<file path="src/rtl/thor2021_postfix_decode_queue.sv">
// Thor2021 decode stage: decodes each fetched instruction and folds any trailing
// EXI7/EXI23/EXI41 postfixes into its immediate. Postfixes are never emitted on their own
// except as an orphan with illegal set. Finished groups are queued in a DEPTH-entry
// register FIFO.
//
// Ports:
//   rst_i, clk_i           async active-high reset, clock
//   flush_i                drop the held group and all FIFO contents
//   in_valid/in_ready      fetch handshake; in_ir (48b) and in_pc (64b)
//   out_valid/out_ready    FIFO head handshake
//   out_ir, out_pc         main instruction and its address
//   out_deco               decoded fields; imm = low 64 bits of out_imm
//   out_imm (VW)           final immediate
//   out_pfx_cnt            number of postfixes folded
//   out_illegal            malformed group (orphan postfix or too many postfixes)

package thor2021_postfix_decode_queue_pkg;

    localparam int unsigned IR_W  = 48;
    localparam int unsigned PC_W  = 64;
    localparam int unsigned IMM_W = 64;

    localparam logic [6:0] OP_ADDI  = 7'h04;
    localparam logic [6:0] OP_ADDIL = 7'h05;
    localparam logic [6:0] OP_EXI7  = 7'h50;
    localparam logic [6:0] OP_EXI23 = 7'h51;
    localparam logic [6:0] OP_EXI41 = 7'h52;

    typedef struct packed {
        logic [6:0]       opcode;
        logic [5:0]       rd;
        logic [5:0]       rs1;
        logic             alu_imm;
        logic             postfix;
        logic [IMM_W-1:0] imm;
    } decode_out_t;

    function automatic logic is_postfix(input logic [IR_W-1:0] ir);
        return (ir[6:0] == OP_EXI7) || (ir[6:0] == OP_EXI23) || (ir[6:0] == OP_EXI41);
    endfunction

    // Subset instruction decoder; immediates are sign-extended to 64 bits.
    function automatic decode_out_t thor2021_decode(input logic [IR_W-1:0] ir);
        decode_out_t d;
        d        = '0;
        d.opcode = ir[6:0];
        d.rd     = ir[12:7];
        d.rs1    = ir[18:13];
        d.postfix = is_postfix(ir);
        case (ir[6:0])
            OP_ADDI: begin
                d.alu_imm = 1'b1;
                d.imm     = IMM_W'($signed(ir[31:21]));
            end
            OP_ADDIL: begin
                d.alu_imm = 1'b1;
                d.imm     = IMM_W'($signed(ir[43:21]));
            end
            default: ;
        endcase
        return d;
    endfunction

endpackage

module thor2021_postfix_decode_queue
    import thor2021_postfix_decode_queue_pkg::*;
#(
    parameter int unsigned VW      = 64,
    parameter int unsigned DEPTH   = 4,
    parameter int unsigned MAX_PFX = 2,
    localparam int unsigned CNT_W  = $clog2(MAX_PFX + 1)
) (
    input  logic              rst_i,
    input  logic              clk_i,
    input  logic              flush_i,
    input  logic              in_valid,
    output logic              in_ready,
    input  logic [IR_W-1:0]   in_ir,
    input  logic [PC_W-1:0]   in_pc,
    output logic              out_valid,
    input  logic              out_ready,
    output logic [IR_W-1:0]   out_ir,
    output logic [PC_W-1:0]   out_pc,
    output decode_out_t       out_deco,
    output logic [VW-1:0]     out_imm,
    output logic [CNT_W-1:0]  out_pfx_cnt,
    output logic              out_illegal
);

    localparam int unsigned ACC_W  = 23 + 39 * MAX_PFX;
    localparam int unsigned AW_W   = $clog2(ACC_W + 1);
    localparam int unsigned CNT_FW = $clog2(DEPTH + 1);

    typedef struct packed {
        logic [IR_W-1:0]  ir;
        logic [PC_W-1:0]  pc;
        decode_out_t      deco;
        logic [VW-1:0]    imm;
        logic [CNT_W-1:0] cnt;
        logic             ill;
    } entry_t;

    typedef enum logic {S_EMPTY, S_HOLD} state_e;

    state_e              state_q, state_d;
    entry_t              fifo_q [DEPTH];
    entry_t              fifo_d [DEPTH];
    logic [CNT_FW-1:0]   count_q, count_d;
    logic [IR_W-1:0]     h_ir_q, h_ir_d;
    logic [PC_W-1:0]     h_pc_q, h_pc_d;
    decode_out_t         h_deco_q, h_deco_d;
    logic [ACC_W-1:0]    acc_q, acc_d;
    logic [AW_W-1:0]     accw_q, accw_d;
    logic [CNT_W-1:0]    n_q, n_d;
    logic                ill_q, ill_d;

    logic                in_pfx, full, accept, pop, push, start;
    logic [CNT_FW-1:0]   wr_idx;
    logic [ACC_W-1:0]    pl;
    logic [AW_W-1:0]     plw;
    logic [ACC_W-1:0]    acc_top;
    logic                acc_sgn;
    logic [VW-1:0]       low_mask, imm_acc, held_imm;
    entry_t              held_e, orphan_e, push_e;

    assign in_pfx   = is_postfix(in_ir);
    assign full     = (count_q == CNT_FW'(DEPTH));
    // A postfix joining a held group never pushes, so it is taken even when full.
    assign in_ready = !rst_i && (!full || ((state_q == S_HOLD) && in_pfx));
    assign accept   = in_valid && in_ready;
    assign pop      = out_ready && (count_q != '0);
    assign wr_idx   = pop ? (count_q - CNT_FW'(1)) : count_q;

    // Payload of the incoming postfix, right-aligned.
    always_comb begin
        pl  = '0;
        plw = '0;
        case (in_ir[6:0])
            OP_EXI7: begin
                pl  = ACC_W'(in_ir[15:9]);
                plw = AW_W'(7);
            end
            OP_EXI23: begin
                pl  = ACC_W'(in_ir[31:9]);
                plw = AW_W'(23);
            end
            OP_EXI41: begin
                pl  = ACC_W'(in_ir[47:9]);
                plw = AW_W'(39);
            end
            default: ;
        endcase
    end

    // Sign-extend the accumulator from its current MSB; a shift past VW yields an
    // all-ones mask, which truncates when the accumulator is wider than VW.
    always_comb begin
        acc_top  = ACC_W'(1) << (accw_q - AW_W'(1));
        acc_sgn  = |(acc_q & acc_top);
        low_mask = (VW'(1) << accw_q) - VW'(1);
        imm_acc  = acc_sgn ? (VW'(acc_q) | ~low_mask) : VW'(acc_q);
        held_imm = (n_q == '0) ? VW'($signed(h_deco_q.imm)) : imm_acc;
    end

    // Candidate FIFO entries: the held group, and an orphan postfix.
    always_comb begin
        held_e          = '0;
        held_e.ir       = h_ir_q;
        held_e.pc       = h_pc_q;
        held_e.deco     = h_deco_q;
        held_e.deco.imm = held_imm[IMM_W-1:0];
        held_e.imm      = held_imm;
        held_e.cnt      = n_q;
        held_e.ill      = ill_q;

        orphan_e          = '0;
        orphan_e.ir       = in_ir;
        orphan_e.pc       = in_pc;
        orphan_e.deco     = thor2021_decode(in_ir);
        orphan_e.deco.imm = '0;
        orphan_e.ill      = 1'b1;
    end

    // Group-assembly FSM: next state, hold register and push request.
    always_comb begin
        state_d  = state_q;
        h_ir_d   = h_ir_q;
        h_pc_d   = h_pc_q;
        h_deco_d = h_deco_q;
        acc_d    = acc_q;
        accw_d   = accw_q;
        n_d      = n_q;
        ill_d    = ill_q;
        push     = 1'b0;
        push_e   = held_e;
        start    = 1'b0;

        if (flush_i) begin
            state_d = S_EMPTY;
        end else begin
            unique case (state_q)
                S_EMPTY: begin
                    if (accept) begin
                        if (in_pfx) begin
                            push   = 1'b1;
                            push_e = orphan_e;
                        end else begin
                            start = 1'b1;
                        end
                    end
                end
                S_HOLD: begin
                    if (accept && in_pfx) begin
                        if (n_q < CNT_W'(MAX_PFX)) begin
                            acc_d  = acc_q | (pl << accw_q);
                            accw_d = accw_q + plw;
                            n_d    = n_q + CNT_W'(1);
                        end else begin
                            ill_d = 1'b1;
                        end
                    end else if (accept) begin
                        push  = 1'b1;
                        start = 1'b1;
                    end else if (!in_valid && !full) begin
                        push    = 1'b1;
                        state_d = S_EMPTY;
                    end
                end
                default: state_d = S_EMPTY;
            endcase
        end

        if (start) begin
            state_d  = S_HOLD;
            h_ir_d   = in_ir;
            h_pc_d   = in_pc;
            h_deco_d = thor2021_decode(in_ir);
            acc_d    = ACC_W'(in_ir[43:21]);
            accw_d   = AW_W'(23);
            n_d      = '0;
            ill_d    = 1'b0;
        end
    end

    // Shift-register FIFO: entry 0 is the registered head.
    always_comb begin
        fifo_d  = fifo_q;
        count_d = count_q;
        if (flush_i) begin
            count_d = '0;
        end else begin
            if (pop) begin
                for (int i = 0; i < int'(DEPTH) - 1; i++) begin
                    fifo_d[i] = fifo_q[i + 1];
                end
                fifo_d[DEPTH - 1] = '0;
            end
            if (push) begin
                for (int i = 0; i < int'(DEPTH); i++) begin
                    if (CNT_FW'(i) == wr_idx) begin
                        fifo_d[i] = push_e;
                    end
                end
            end
            count_d = count_q + CNT_FW'(push) - CNT_FW'(pop);
        end
    end

    always_ff @(posedge clk_i or posedge rst_i) begin
        if (rst_i) begin
            state_q  <= S_EMPTY;
            count_q  <= '0;
            h_ir_q   <= '0;
            h_pc_q   <= '0;
            h_deco_q <= '0;
            acc_q    <= '0;
            accw_q   <= '0;
            n_q      <= '0;
            ill_q    <= 1'b0;
            for (int i = 0; i < int'(DEPTH); i++) begin
                fifo_q[i] <= '0;
            end
        end else begin
            state_q  <= state_d;
            count_q  <= count_d;
            h_ir_q   <= h_ir_d;
            h_pc_q   <= h_pc_d;
            h_deco_q <= h_deco_d;
            acc_q    <= acc_d;
            accw_q   <= accw_d;
            n_q      <= n_d;
            ill_q    <= ill_d;
            fifo_q   <= fifo_d;
        end
    end

    assign out_valid   = (count_q != '0);
    assign out_ir      = fifo_q[0].ir;
    assign out_pc      = fifo_q[0].pc;
    assign out_deco    = fifo_q[0].deco;
    assign out_imm     = fifo_q[0].imm;
    assign out_pfx_cnt = fifo_q[0].cnt;
    assign out_illegal = fifo_q[0].ill;

endmodule

</file>
<file path="config.mk">
export PLATFORM = sky130hd
export DESIGN_NAME = thor2021_postfix_decode_queue
export DESIGN_NICKNAME = d
export VERILOG_FILES = /design/src/rtl/thor2021_postfix_decode_queue.sv
export SDC_FILE = /design/constraint.sdc
export NUM_CORES = 2
export LEC_CHECK = 0
export CAP_MARGIN = 20
export CORE_MARGIN = 5
export CORE_UTILIZATION = 55
export DETAILED_ROUTE_END_ITERATION = 16
export PLACE_DENSITY = 0.75
export SYNTH_ARGS = -nofsm -noshare
export SYNTH_HDL_FRONTEND = slang
export SYNTH_SLANG_ARGS = --single-unit
</file>
<file path="constraint.sdc">
create_clock -name clk_i -period 83.8 [get_ports clk_i]
set_clock_uncertainty 0.2 [all_clocks]
set_input_delay 20.95 -clock clk_i [delete_from_list [all_inputs] [get_ports clk_i]]
set_output_delay 20.95 -clock clk_i [all_outputs]
set_load 0.02 [all_outputs]
</file>
# Word level (Yosys, flattened, before mapping)
# Cells that the tools add are included.
# W data, S select, Z words.
[totals]
regBits = 1368
in_bits = 117
out_inout_bits = 266
word_cells = 163
[classes]
n_addsub = 7
n_lt_le_gt_ge = 1
eq_ne = 11
shift = 3
muxes = 56
bitwise_logic = 5
n_reduce_logical = 22
[op_table]
columns = ["op", "count"]
rows = [
  ["$mux W1056", 2],
  ["$mux W264", 7],
  ["$mux W101", 5],
  ["$mux W64", 2],
  ["$pmux W64 S2", 1],
  ["$pmux W39 S3", 1],
  ["$and A101 B101 Y101", 1],
  ["$or A101 B101 Y101", 1],
  ["$reduce_or A101 Y1", 1],
  ["$shl A1 B7 Y101 const A", 1],
  ["$shl A101 B7 Y101", 1],
  ["$not A64 Y64", 1],
  ["$or A64 B64 Y64", 1],
  ["$shl A1 B7 Y64 const A", 1],
  ["$sub A64 B2 Y64 const B", 1],
  ["$mux W7", 5],
  ["$mux W1", 23],
  ["$eq A7 B7 Y1 const B", 3],
  ["$pmux W6 S3", 1],
  ["$eq A7 B3 Y1 const B", 2],
  ["$mux W2", 5],
  ["$reduce_and A4 Y1", 2],
  ["$add A7 B7 Y7", 1],
  ["$sub A7 B1 Y7 const B", 1],
  ["other kinds (21)", 35],
]

# Logic depth before layout (Yosys ltp)
[logic_depth]
ltp_word = 14
mapped_depth = 15
mapped_depth_nobuf = 13

# Worst setup path after synthesis
# No wires, ideal clock.
[synth_timing]
path_type = "input to output"
start = "input port in_ir[1]"
end = "output port in_ready"
arrival_ps = 22895
required_time_ps = 62650
path_slack_ps = 39755
cell_stages = 8
path_buffers = 3
cell_sequence = "buf_2 a21oi_1 nand2_1 inv_2 clkbuf_1 clkbuf_1 nand2_1 a31oi_1"
[synth_via]
elab_chain_cells = 6
elab_cells_between_ends = 8
cone_classes = "eq/ne (3); reduce/logical (5)"
[synth_rtl]
columns = ["element", "line_no", "text"]
rows = [
  ["from (decl)", "79", "input logic [IR_W-1:0] in_ir,"],
  ["$eq A7 B7 Y1", "39", "return (ir[6:0] == OP_EXI7) || (ir[6:0] == OP_EXI23) || (ir[6:0] == OP_EXI41);"],
  ["$logic_or A1 B1 Y1", "39", ""],
  ["$logic_or A1 B1 Y1 (*)", "39", ""],
  ["$logic_and A1 B1 Y1 (*)", "130", "assign in_ready = !rst_i && (!full || ((state_q == S_HOLD) && in_pfx));"],
  ["$logic_or A1 B1 Y1 (*)", "130", ""],
  ["$logic_and A1 B1 Y1 (*)", "130", ""],
  ["to (decl)", "78", "output logic in_ready,"],
]
# Every way passes the cells marked *; elsewhere a longest branch is shown, timed or not.

# Final worst setup path
[layout_timing]
start = "input port in_ir[0]"
end = "output port in_ready"
# The elaborated chain is that of the path after synthesis.

==> flow_metrics.py <==
metrics = {
    "timing": {
        "max_clock_freq_ghz": 0.0220,
        "tns_ns": 0,
        "fin_crit_ns": 45.55,
        "slew_viol_final": 0,
        "relSlewSlack_pct": 18.2,
        "finalCritPeriodShare_pct": 54.4,
        "hold_viol": 0,
        "finalSetupViolations": 0,
        "worst_pin_slew_ns": 1.22,
        "rsz0062_at_grt": "no",
    },
    "cts": {
        "cts_resized": 0,
        "cts_hold_buffers": 0,
        "insertion_delay_ns": 0.78,
        "cts_root_buf": "clkbuf_16",
        "path_clk_slew_ns": 0.06,
        "cts_buffers": 139,
        "cts_tree": "yes",
        "htree_levels": 4,
        "cts_setup_buffers": 0,
        "cts.sinks": 1308,
        "clock_tree.buffer_depth": 3,
    },
    "critical_path": {
        "rr_startpoint": "accw_q[1]",
        "cp-end-kind": "output pin",
        "crit_arrival_ns": 24.40,
        "crit_fanout": 26,
        "ff2ff_setup_slack_ns": 77.59,
        "critPathSlowestCell": "clkdlybuf4s50_1",
        "cp.required_ns": 62.65,
        "rr_worst_depth": 12,
        "r2r-end": "out_deco[52]",
        "start_kind": "primary input",
        "cp_cell_sequence": "clkdlybuf4s50_1 > a21oi_1 > nand2_1 > inv_2 > nand2_1 > a31oi_1 > clkdlybuf4s50_1",
        "crit_type": "in2out",
        "max_stage_delay_ns": 0.83,
    },
    "yosys": {
        "synth_top_family_by_area": "compound AO/OA/AOI/OAI gates",
        "yosysWarnings": 0,
        "synth_top_area_share_pct": 52.5,
        "synth_compound_area_share_pct": 23.8,
        "syn_area_um2": 62400,
        "synth_mux_area_share_pct": 2.95,
        "yosys-top-cells-area": "dfrtp_1 (52%), nand2_1 (8.1%), o21ai_0 (5.4%)",
        "yosys.area_share.xor_xnor_pct": 0.323,
        "ys_ff_latch": 1308,
        "synth-edff-count": 0,
        "ys.flop_type": "dfrtp_1",
        "synth_nets": 6785,
        "synthArstFlopShare_pct": 100,
        "synthDistinctLibCells": 92,
        "syn_avg_cell_area_um2": 9.37,
        "yosys.area.top_type": "dfrtp_1",
        "netlist_instances": 6655,
        "ys_seq_area_share_pct": 52.5,
        "synthAdderAreaFrac_pct": 0.285,
        "synth_most_common_cell": "nand2_1",
        "synthSimpleGateAreaFrac_pct": 13.3,
        "synth_top_cells_by_count": "nand2_1 (1338), dfrtp_1 (1308), o21ai_0 (667)",
    },
    "floorplan": {
        "core_um2": 113000,
        "floorplan.initialDensity_pct": 55.4,
        "die_w_um": 347,
        "pin_count": 383,
        "rows": 123,
        "die_h_um": 347,
        "die_area_um2": 120000,
    },
    "global_routing": {
        "grt_overflow": 0,
        "antenna_found_initial": 16,
        "grt_usage_pct": 35.0,
        "grt_max_degree": 197,
        "grt_pass1_vias": 51300,
        "grt_pass1_wl_um": 328000,
    },
    "final_layout": {
        "finish.net_count": 6587,
        "drive_gt1_share_pct": 7.95,
        "fin_util_pct": 61.9,
        "syn2layout_area_growth_pct": 11.8,
        "postLayoutCellArea_um2": 69800,
    },
    "routing": {
        "ant_nets": 0,
        "drc": 0,
        "via_per_inst": 6.63,
        "drtPass1Iterations": 6,
        "drt_iter0_markers": 7015,
        "drt-total-wl_um": 216000,
        "routed-via-count": 53600,
        "wl_per_cell_um": 26.8,
    },
    "placed_design": {
        "gp_congestion": 1.06,
        "port_buffers": 382,
        "dpl_cell_area_um2": 65000,
        "dp_hpwl_um": 136000,
    },
    "worst_hold_path": {
        "worstHoldPathCells": 2,
        "hold_end": "h_deco_q[4]",
        "hold_start": "h_deco_q[4]",
        "min_path_type": "reg2reg",
    },
    "run_status": {
        "status": "finished clean",
    },
    "power": {
        "power_density_nw_per_um2": 30.8,
        "ir_worst_vdd_v": 0.0000254,
        "leakagePower_nw": 30.4,
    },
    "job": {
        "max_cap_violations": 0,
    },
}
==> layout by cell type (no fill, tap or decap), types with 10 or more instances in the layout <==
cell type / netlist / layout
dfrtp_1: 1308 / 1301
a22o_1: 111 / 111
nor2_1: 251 / 242
mux2i_1: 102 / 102
o221a_2: 68 / 68
o21a_1: 14 / 14
clkinv_2: 0 / 14
a22oi_1: 299 / 299
xnor2_1: 17 / 17
a32oi_1: 14 / 14
a31oi_1: 32 / 32
nand2_1: 1338 / 1335
or3_1: 22 / 22
mux2_2: 25 / 25
ha_1: 11 / 10
nor3_1: 67 / 66
buf_4: 264 / 96
clkbuf_16: 0 / 141
nand4_1: 24 / 24
o31ai_1: 23 / 23
and2_1: 10 / 10
nand3_1: 89 / 86
clkbuf_1: 475 / 39
nor2b_1: 21 / 18
a221o_1: 21 / 21
o21ai_0: 667 / 667
o211ai_1: 26 / 26
nand2b_1: 52 / 51
a211o_1: 13 / 13
a21o_1: 79 / 76
mux4_2: 24 / 24
o22ai_1: 303 / 303
clkbuf_8: 0 / 33
clkdlybuf4s50_1: 0 / 381
diode_2: 0 / 12
a211oi_1: 40 / 40
inv_1: 30 / 27
a21oi_1: 513 / 510
nor4_1: 18 / 17
and3_1: 21 / 19
==> layout make-up <==
class	count	area [um2]
multi-input combinational	4484	25600
clock buffer	213	4130
antenna	12	30.0
tap	1500	1880
fill	9246	42900
clock inverter	36	539
inverter	34	135
sequential	1308	32700
timing repair buffer	490	4760
==> flip-flops by register name, summed over array words and instances, names as in the netlist, 3 cells and up <==
name,cells
out_ir,48
h_deco_q,25
h_pc_q,64
h_ir_q,48
out_pc,64
out_imm,64
accw_q,7
acc_q,101
fifo_q,792
out_deco,85
count_q,3
==> critical path: cells and delay by family <==
family	cells	cell delay [ns]
buffers and inverters	3	1.96
AO/OA/AOI/OAI	2	0.95
AND/OR/NAND/NOR	2	0.54
==> routing by layer <==
layer / routed length [um] / share of wire (%) / up-vias / track usage [%]
li1: - / - / 23200 / -
met4: 12400 / 5.7 / 6 / 17.2
met1: 86600 / 40 / 26600 / 49.6
met5: 41 / 0.019 / - / 0
met2: 93900 / 43 / 3138 / 51.0
met3: 23300 / 11 / 639 / 8.27
==> worst max path at each step <==
stage                        start        to  slack (ns)
after floorplan              rst_i  acc_q[0]       25.78
after global placement    in_ir[0]  in_ready       38.46
after detailed placement  in_ir[0]  in_ready       38.39
after CTS                 in_ir[0]  in_ready       38.36
after global routing      in_ir[0]  in_ready       38.07
final                     in_ir[0]  in_ready       38.25
==> per-stage QoR <==
| stage | std cells | total power (W) | hold WS [ns] | worst slack [ns] |
|---|---|---|---|---|
| after floorplan | 6655 | 0.00134 | 0.230 | 25.78 |
| after global placement | 7810 | 0.00149 | 0.242 | 38.46 |
| after detailed placement | 7811 | 0.00152 | 0.255 | 38.39 |
| after CTS | 8060 | 0.00215 | 0.268 | 38.36 |
| after global routing | 8074 | 0.00225 | 0.283 | 38.07 |
| final | 8077 | 0.00215 | 0.262 | 38.25 |
==> cell families (layout without fill, tap and decap cells) <==
kind of cell	count (synthesis)	in the layout
DFF	1308	1308
muxes	151	151
xor gates and xnor gates	23	23
AOI/OAI and AO/OA	2327	2327
other	0	12
and+or+nand+nor	1970	1970
buffers and inverters	863	773
adders and majority gates	13	13
==> power by group <==
group | switching, W | total, W | internal [W]
registers | 0.000113 | 0.000916 | 0.000803
clock network | 0.000265 | 0.000627 | 0.000362
logic | 0.000362 | 0.000603 | 0.000241
No activity file was read; power rests on OpenSTA's default activity.
